### src/rtl/oled_scene_controller_if.sv
// Scene controller bundle: control levels/strobes and pixel hit flags in,
// mode/animation/shape state and the composited pixel colour out.
interface oled_scene_controller_if;
    logic        enable;
    logic        start;
    logic        next_pulse;
    logic        step_tick;
    logic        hit_outer;
    logic        hit_inner;
    logic        hit_anim;
    logic        hit_square;
    logic        hit_circle;
    logic        hit_tri;
    logic [1:0]  mode;
    logic [3:0]  anim_state;
    logic [1:0]  shape_sel;
    logic [15:0] oled_data;

    modport master (
        output enable, start, next_pulse, step_tick,
        output hit_outer, hit_inner, hit_anim, hit_square, hit_circle, hit_tri,
        input  mode, anim_state, shape_sel, oled_data
    );

    modport slave (
        input  enable, start, next_pulse, step_tick,
        input  hit_outer, hit_inner, hit_anim, hit_square, hit_circle, hit_tri,
        output mode, anim_state, shape_sel, oled_data
    );
endinterface

### src/rtl/oled_scene_controller.sv
// OLED scene mode FSM, border-animation/shape sequencing and priority pixel compositor; OLED_SCENE_AUTOCYCLE_EN adds automatic shape advance.
// Latency: mode/anim_state/shape_sel update on the triggering edge; oled_data is one registered cycle behind the hit flags.
// Backpressure: none; strobes are single-cycle and always consumed, the pixel stream is free-running.
module oled_scene_controller #(
    parameter int          ANIM_STEPS = 9,
    parameter int          AUTO_TICKS = 4,
    parameter logic [15:0] COL_OUTER  = 16'hF800,
    parameter logic [15:0] COL_INNER  = 16'hFD20,
    parameter logic [15:0] COL_ANIM   = 16'h07E0,
    parameter logic [15:0] COL_SQUARE = 16'hF800,
    parameter logic [15:0] COL_CIRCLE = 16'hFD20,
    parameter logic [15:0] COL_TRI    = 16'h07E0
) (
    input  logic                      clk,
    input  logic                      rst_n,
    oled_scene_controller_if.slave    bus
);

    typedef enum logic [1:0] {
        MODE_OFF    = 2'd0,
        MODE_IDLE   = 2'd1,
        MODE_ACTIVE = 2'd2
    } mode_e;

    localparam logic [3:0] ANIM_LAST = 4'(ANIM_STEPS - 1);

    if (ANIM_STEPS < 2 || ANIM_STEPS > 16) begin : g_bad_anim_steps
        $error("ANIM_STEPS must be in 2..16");
    end
    if (AUTO_TICKS < 1 || AUTO_TICKS > 15) begin : g_bad_auto_ticks
        $error("AUTO_TICKS must be in 1..15");
    end

    mode_e       state_q, state_d;
    logic [3:0]  anim_q, anim_d;
    logic [1:0]  shape_q, shape_d;
    logic [1:0]  shape_nxt;
    logic [15:0] pix_q, pix_d;
    logic        is_active;
    logic        auto_adv;
    logic        shape_hit;

    assign is_active = (state_q == MODE_ACTIVE);
    assign shape_nxt = (shape_q == 2'd3) ? 2'd1 : shape_q + 2'd1;

`ifdef OLED_SCENE_AUTOCYCLE_EN
    logic [3:0] tick_q, tick_d;

    // A manual next_pulse wins and restarts the count, so a coincident auto event never double-steps.
    always_comb begin
        tick_d   = tick_q;
        auto_adv = 1'b0;
        if (!bus.enable) begin
            tick_d = '0;
        end else if (is_active) begin
            if (bus.next_pulse) begin
                tick_d = '0;
            end else if (bus.step_tick && anim_q == ANIM_LAST) begin
                if (tick_q == 4'(AUTO_TICKS - 1)) begin
                    tick_d   = '0;
                    auto_adv = 1'b1;
                end else begin
                    tick_d = tick_q + 4'd1;
                end
            end
        end
    end

    always_ff @(posedge clk or negedge rst_n) begin
        if (!rst_n) tick_q <= '0;
        else        tick_q <= tick_d;
    end
`else
    assign auto_adv = 1'b0;
`endif

    // Strobes only count when already ACTIVE before the edge; enable low overrides everything.
    always_comb begin
        state_d = state_q;
        anim_d  = anim_q;
        shape_d = shape_q;
        if (!bus.enable) begin
            state_d = MODE_OFF;
            anim_d  = '0;
            shape_d = '0;
        end else begin
            case (state_q)
                MODE_OFF:    state_d = MODE_IDLE;
                MODE_IDLE:   if (bus.start) state_d = MODE_ACTIVE;
                MODE_ACTIVE: state_d = MODE_ACTIVE;
                default:     state_d = MODE_OFF;
            endcase
            if (is_active) begin
                if (bus.step_tick && anim_q != ANIM_LAST) anim_d = anim_q + 4'd1;
                if (bus.next_pulse || auto_adv)          shape_d = shape_nxt;
            end
        end
    end

    always_comb begin
        shape_hit = 1'b0;
        case (shape_q)
            2'd1:    shape_hit = bus.hit_square;
            2'd2:    shape_hit = bus.hit_circle;
            2'd3:    shape_hit = bus.hit_tri;
            default: shape_hit = 1'b0;
        endcase
    end

    always_comb begin
        pix_d = 16'h0000;
        if (bus.hit_outer && state_q != MODE_OFF)  pix_d = COL_OUTER;
        else if (bus.hit_inner && is_active)       pix_d = COL_INNER;
        else if (bus.hit_anim && is_active)        pix_d = COL_ANIM;
        else if (shape_hit && is_active) begin
            case (shape_q)
                2'd1:    pix_d = COL_SQUARE;
                2'd2:    pix_d = COL_CIRCLE;
                default: pix_d = COL_TRI;
            endcase
        end
    end

    always_ff @(posedge clk or negedge rst_n) begin
        if (!rst_n) begin
            state_q <= MODE_OFF;
            anim_q  <= '0;
            shape_q <= '0;
            pix_q   <= 16'h0000;
        end else begin
            state_q <= state_d;
            anim_q  <= anim_d;
            shape_q <= shape_d;
            pix_q   <= pix_d;
        end
    end

    assign bus.mode       = state_q;
    assign bus.anim_state = anim_q;
    assign bus.shape_sel  = shape_q;
    assign bus.oled_data  = pix_q;

endmodule

### src/flat_wrapper.sv
// flat-port wrapper written by rule: the top's interface ports become plain ports
module oled_scene_controller_flat 
#(
    parameter int          ANIM_STEPS = 9,
    parameter int          AUTO_TICKS = 4,
    parameter logic [15:0] COL_OUTER  = 16'hF800,
    parameter logic [15:0] COL_INNER  = 16'hFD20,
    parameter logic [15:0] COL_ANIM   = 16'h07E0,
    parameter logic [15:0] COL_SQUARE = 16'hF800,
    parameter logic [15:0] COL_CIRCLE = 16'hFD20,
    parameter logic [15:0] COL_TRI    = 16'h07E0
)
  (clk, rst_n, bus_enable, bus_start, bus_next_pulse, bus_step_tick, bus_hit_outer, bus_hit_inner, bus_hit_anim, bus_hit_square, bus_hit_circle, bus_hit_tri, bus_mode, bus_anim_state, bus_shape_sel, bus_oled_data);
  oled_scene_controller_if bus_i ();
  input  logic clk;
  input  logic rst_n;
  input wire logic [$bits(bus_i.enable)-1:0] bus_enable;
  input wire logic [$bits(bus_i.start)-1:0] bus_start;
  input wire logic [$bits(bus_i.next_pulse)-1:0] bus_next_pulse;
  input wire logic [$bits(bus_i.step_tick)-1:0] bus_step_tick;
  input wire logic [$bits(bus_i.hit_outer)-1:0] bus_hit_outer;
  input wire logic [$bits(bus_i.hit_inner)-1:0] bus_hit_inner;
  input wire logic [$bits(bus_i.hit_anim)-1:0] bus_hit_anim;
  input wire logic [$bits(bus_i.hit_square)-1:0] bus_hit_square;
  input wire logic [$bits(bus_i.hit_circle)-1:0] bus_hit_circle;
  input wire logic [$bits(bus_i.hit_tri)-1:0] bus_hit_tri;
  output wire logic [$bits(bus_i.mode)-1:0] bus_mode;
  output wire logic [$bits(bus_i.anim_state)-1:0] bus_anim_state;
  output wire logic [$bits(bus_i.shape_sel)-1:0] bus_shape_sel;
  output wire logic [$bits(bus_i.oled_data)-1:0] bus_oled_data;
  assign bus_i.enable = bus_enable;
  assign bus_i.start = bus_start;
  assign bus_i.next_pulse = bus_next_pulse;
  assign bus_i.step_tick = bus_step_tick;
  assign bus_i.hit_outer = bus_hit_outer;
  assign bus_i.hit_inner = bus_hit_inner;
  assign bus_i.hit_anim = bus_hit_anim;
  assign bus_i.hit_square = bus_hit_square;
  assign bus_i.hit_circle = bus_hit_circle;
  assign bus_i.hit_tri = bus_hit_tri;
  assign bus_mode = bus_i.mode;
  assign bus_anim_state = bus_i.anim_state;
  assign bus_shape_sel = bus_i.shape_sel;
  assign bus_oled_data = bus_i.oled_data;
  oled_scene_controller #(.ANIM_STEPS(ANIM_STEPS), .AUTO_TICKS(AUTO_TICKS), .COL_OUTER(COL_OUTER), .COL_INNER(COL_INNER), .COL_ANIM(COL_ANIM), .COL_SQUARE(COL_SQUARE), .COL_CIRCLE(COL_CIRCLE), .COL_TRI(COL_TRI)) u_core (.clk(clk), .rst_n(rst_n), .bus(bus_i));
endmodule
### config.mk
export PLATFORM = sky130hd
export DESIGN_NAME = oled_scene_controller_flat
export DESIGN_NICKNAME = d
export VERILOG_FILES = /design/src/rtl/oled_scene_controller_if.sv /design/src/rtl/oled_scene_controller.sv /design/src/flat_wrapper.sv
export SDC_FILE = /design/constraint.sdc
export NUM_CORES = 1
export LEC_CHECK = 0
export ABC_AREA = 1
export BUFFER_PORTS_ARGS = -buffer_cell sky130_fd_sc_hd__buf_2
export CAP_MARGIN = 20
export CORE_MARGIN = 2
export CORE_UTILIZATION = 38
export DETAILED_ROUTE_END_ITERATION = 10
export PLACE_DENSITY = 0.74
export SLEW_MARGIN = 20
export SYNTH_ARGS = -nofsm -noshare
export SYNTH_HDL_FRONTEND = slang
export SYNTH_SLANG_ARGS = --single-unit
### constraint.sdc
create_clock -name clk -period 1.5 [get_ports clk]
set_input_delay 0.15 -clock clk [delete_from_list [all_inputs] [get_ports clk]]
set_output_delay 0.15 -clock clk [all_outputs]
set_load 0.005 [all_outputs]
==> impl_results.md <==
- Seq/Total Area, Yosys: 34.8%
- Routed length per instance: 9.63 um
- Total track usage: 13.4%
- Clock sink count: 11
- Final hold viol count: 0
- H-Tree Depth: 1
- DR vias/cell: 4.48
- CTS tree: done
- Post-synthesis register bit count: 11
- Data arrival, critical path: 1550 ps
- Fin crit share: 89.8%
- Fin nets: 146
- Row count: 16
- Worst-Skew Late Latency: 260 ps
- Post-Syn Area: 792 um2
- Drt total wl: 1.44 mm
- RSZ-0062 raised after global routing: false
- Vias in the first global route: 601
- Placer congestion estimate: 0.814
- Height of the die: 49.7 um
- First-pass GRT wire length: 2.51 mm
- Core region area: 1960 um2
- Crit path time final: 1350 ps
- Max_cap viols: 0
- Critical Path Start Type: flip-flop
- DRT Pass-1 Iters: 4
- Post-synthesis cell count: 97
- Max-slew violation count: 0
- Crit Path Class: flip-flop to flip-flop
- Final Power: 1.26 mW
- HPWL after detailed placement: 1.17 mm
- P_leak: 0.534 nW
- Clock buffer depth: 2
- CP max FO: 6
- Area of the die: 2470 um2
- Die X: 49.7 um
- Largest net degree at the start of global routing: 15
- Fillers: 208
- Initial antenna violation count: 0
- Outcome: complete, no violations
- Final setup fails: 0
- Clock root cell: clkbuf_4
- Min Hold Slack: 157 ps
- Worst path required time: 1700 ps
- Area after DPL: 886 um2
- Netlist cell types: 15
- GRT Residual Overflow: 0
- Min-Delay Path Class: input pin to flip-flop
- Clk pin slew, worst setup/hold paths: 70 ps
- Final ANT Viol Nets: 0
- Syn_area_per_cell: 8.17 um2
- DRC: 0
- Worst Clk Skew: 3.66 ps
- Port Buf Inserts: 30
- Starting Density: 40.4%
- Layout cells sized above 1: 31.1%
- Ys Warns: 0
- Post_cts resized: 0
- Vias post-DR: 668
- Peak VDD IR: 0.000541 V
- Number of diodes: 0
- Final core utilization: 47.0%
- Final Cell Area: 922 um2
- Area grow syn2layout: 16.4%
- PD cells: 1360 nW/um2
- Io pins: 36
- Setup TNS: 0 ps
- CP endpoint kind: flip-flop
- Postcts setup bufs: 0
- Initial drt markers: 21
- Fmax: 742 MHz
- CTS Buf Count: 3
==> critical path, stage by stage (launching register included) <==
cell and delay, ps:
dfrtp_1 410, inv_1 130, ha_1 280, nand2_2 80, inv_2 80, nand2_2 80
nand2_2 90, nand3_1 70, nand2_1 70
==> registers in the layout, indices dropped and copies added, names as in the netlist <==
signal	count
u_core.bus.shape_sel	2
u_core.bus.oled_data	3
u_core.bus.mode	2
u_core.bus.anim_state	4
==> report_power, final <==
group	internal [mW]	leakage, nW	switching, mW
registers	0.383	0.146	0.0822
logic	0.263	0.374	0.332
clock network	0.103	0.0150	0.0963
==> timing repair <==
action,CTS,global route
endpoints found under the hold margin,11,0
setup endpoints to repair,0,0
hold buffers,1,0
==> cells in the final DEF, fill, tap and decap left out, types with 4 or more instances in the layout <==
master and instances:
a21oi_1 4, buf_2 30, conb_1 5, dfrtp_1 11, ha_1 11, inv_1 11
nand2_1 15, nand3_1 14, nor2_1 4
==> logic make-up (layout without fill, tap and decap cells) <==
logic type               Yosys count  after routing  synth area share (%)
flip-flops                        11             11                  34.8
XOR/XNOR                           1              1                  1.11
buffers and inverters             26             47                  19.0
adder cells (fa/ha/maj)           11             11                  17.4
AND/OR/NAND/NOR                   37             37                  21.0
AO/OA/AOI/OAI                     10             10                  6.32
other                              1              5                 0.473
==> synthesized netlist by cell type <==
library cell | count | share of area [%]
ha_1 | 11 | 17
conb_1 | 1 | 0.47
o21ai_1 | 3 | 1.9
xor2_1 | 1 | 1.1
nand2_2 | 3 | 2.4
nor2_1 | 4 | 1.9
inv_2 | 1 | 0.47
nor2_2 | 1 | 0.79
nand3_1 | 14 | 8.8
nand2_1 | 15 | 7.1
dfrtp_1 | 11 | 35
o21ai_0 | 3 | 1.9
inv_1 | 11 | 5.2
a21oi_1 | 4 | 2.5
buf_4 | 14 | 13
==> area by class of cell <==
type / instances / area, um2 / share of cell area (%)
tap: 27 / 33.8 / 3.66
multi-input combinational: 64 / 382 / 41.4
timing repair buffer: 31 / 160 / 17.4
clock buffer: 4 / 26.3 / 2.85
inverter: 12 / 45.0 / 4.88
sequential: 11 / 275 / 29.9
==> routing by layer <==
| metal | track usage, % | vias to the layer above | part of all wire, % |
|---|---|---|---|
| li1 | - | 337 | - |
| met1 | 15.4 | 299 | 43 |
| met2 | 23.8 | 30 | 49 |
| met3 | 2.73 | 2 | 5.8 |
| met4 | 5.56 | 0 | 1.5 |
| met5 | 0 | - | 0 |
==> final timing paths <==
check,startpoint,to,slack (ps),cells after the start
max,u_core.bus.mode[0],u_core.bus.anim_state[2],150,8
min,bus_hit_inner,u_core.bus.oled_data[14],160,3
max reg2reg,u_core.bus.mode[0],u_core.bus.anim_state[2],150,8
min reg2reg,u_core.bus.anim_state[3],u_core.bus.anim_state[3],570,2
max in group asynchronous,rst_n,u_core.bus.mode[1],1020,2
min in group asynchronous,rst_n,u_core.bus.shape_sel[0],280,2
==> metrics by stage <==
step | worst slack [ps] | instances
5_1_grt | 25.4 | 149
4_1_cts | 175 | 149
3_3_place_gp | 288 | 144
3_5_place_dp | 197 | 144
6_report | 153 | 149
2_1_floorplan | 329 | 101
(Power assumes the default switching activity.)
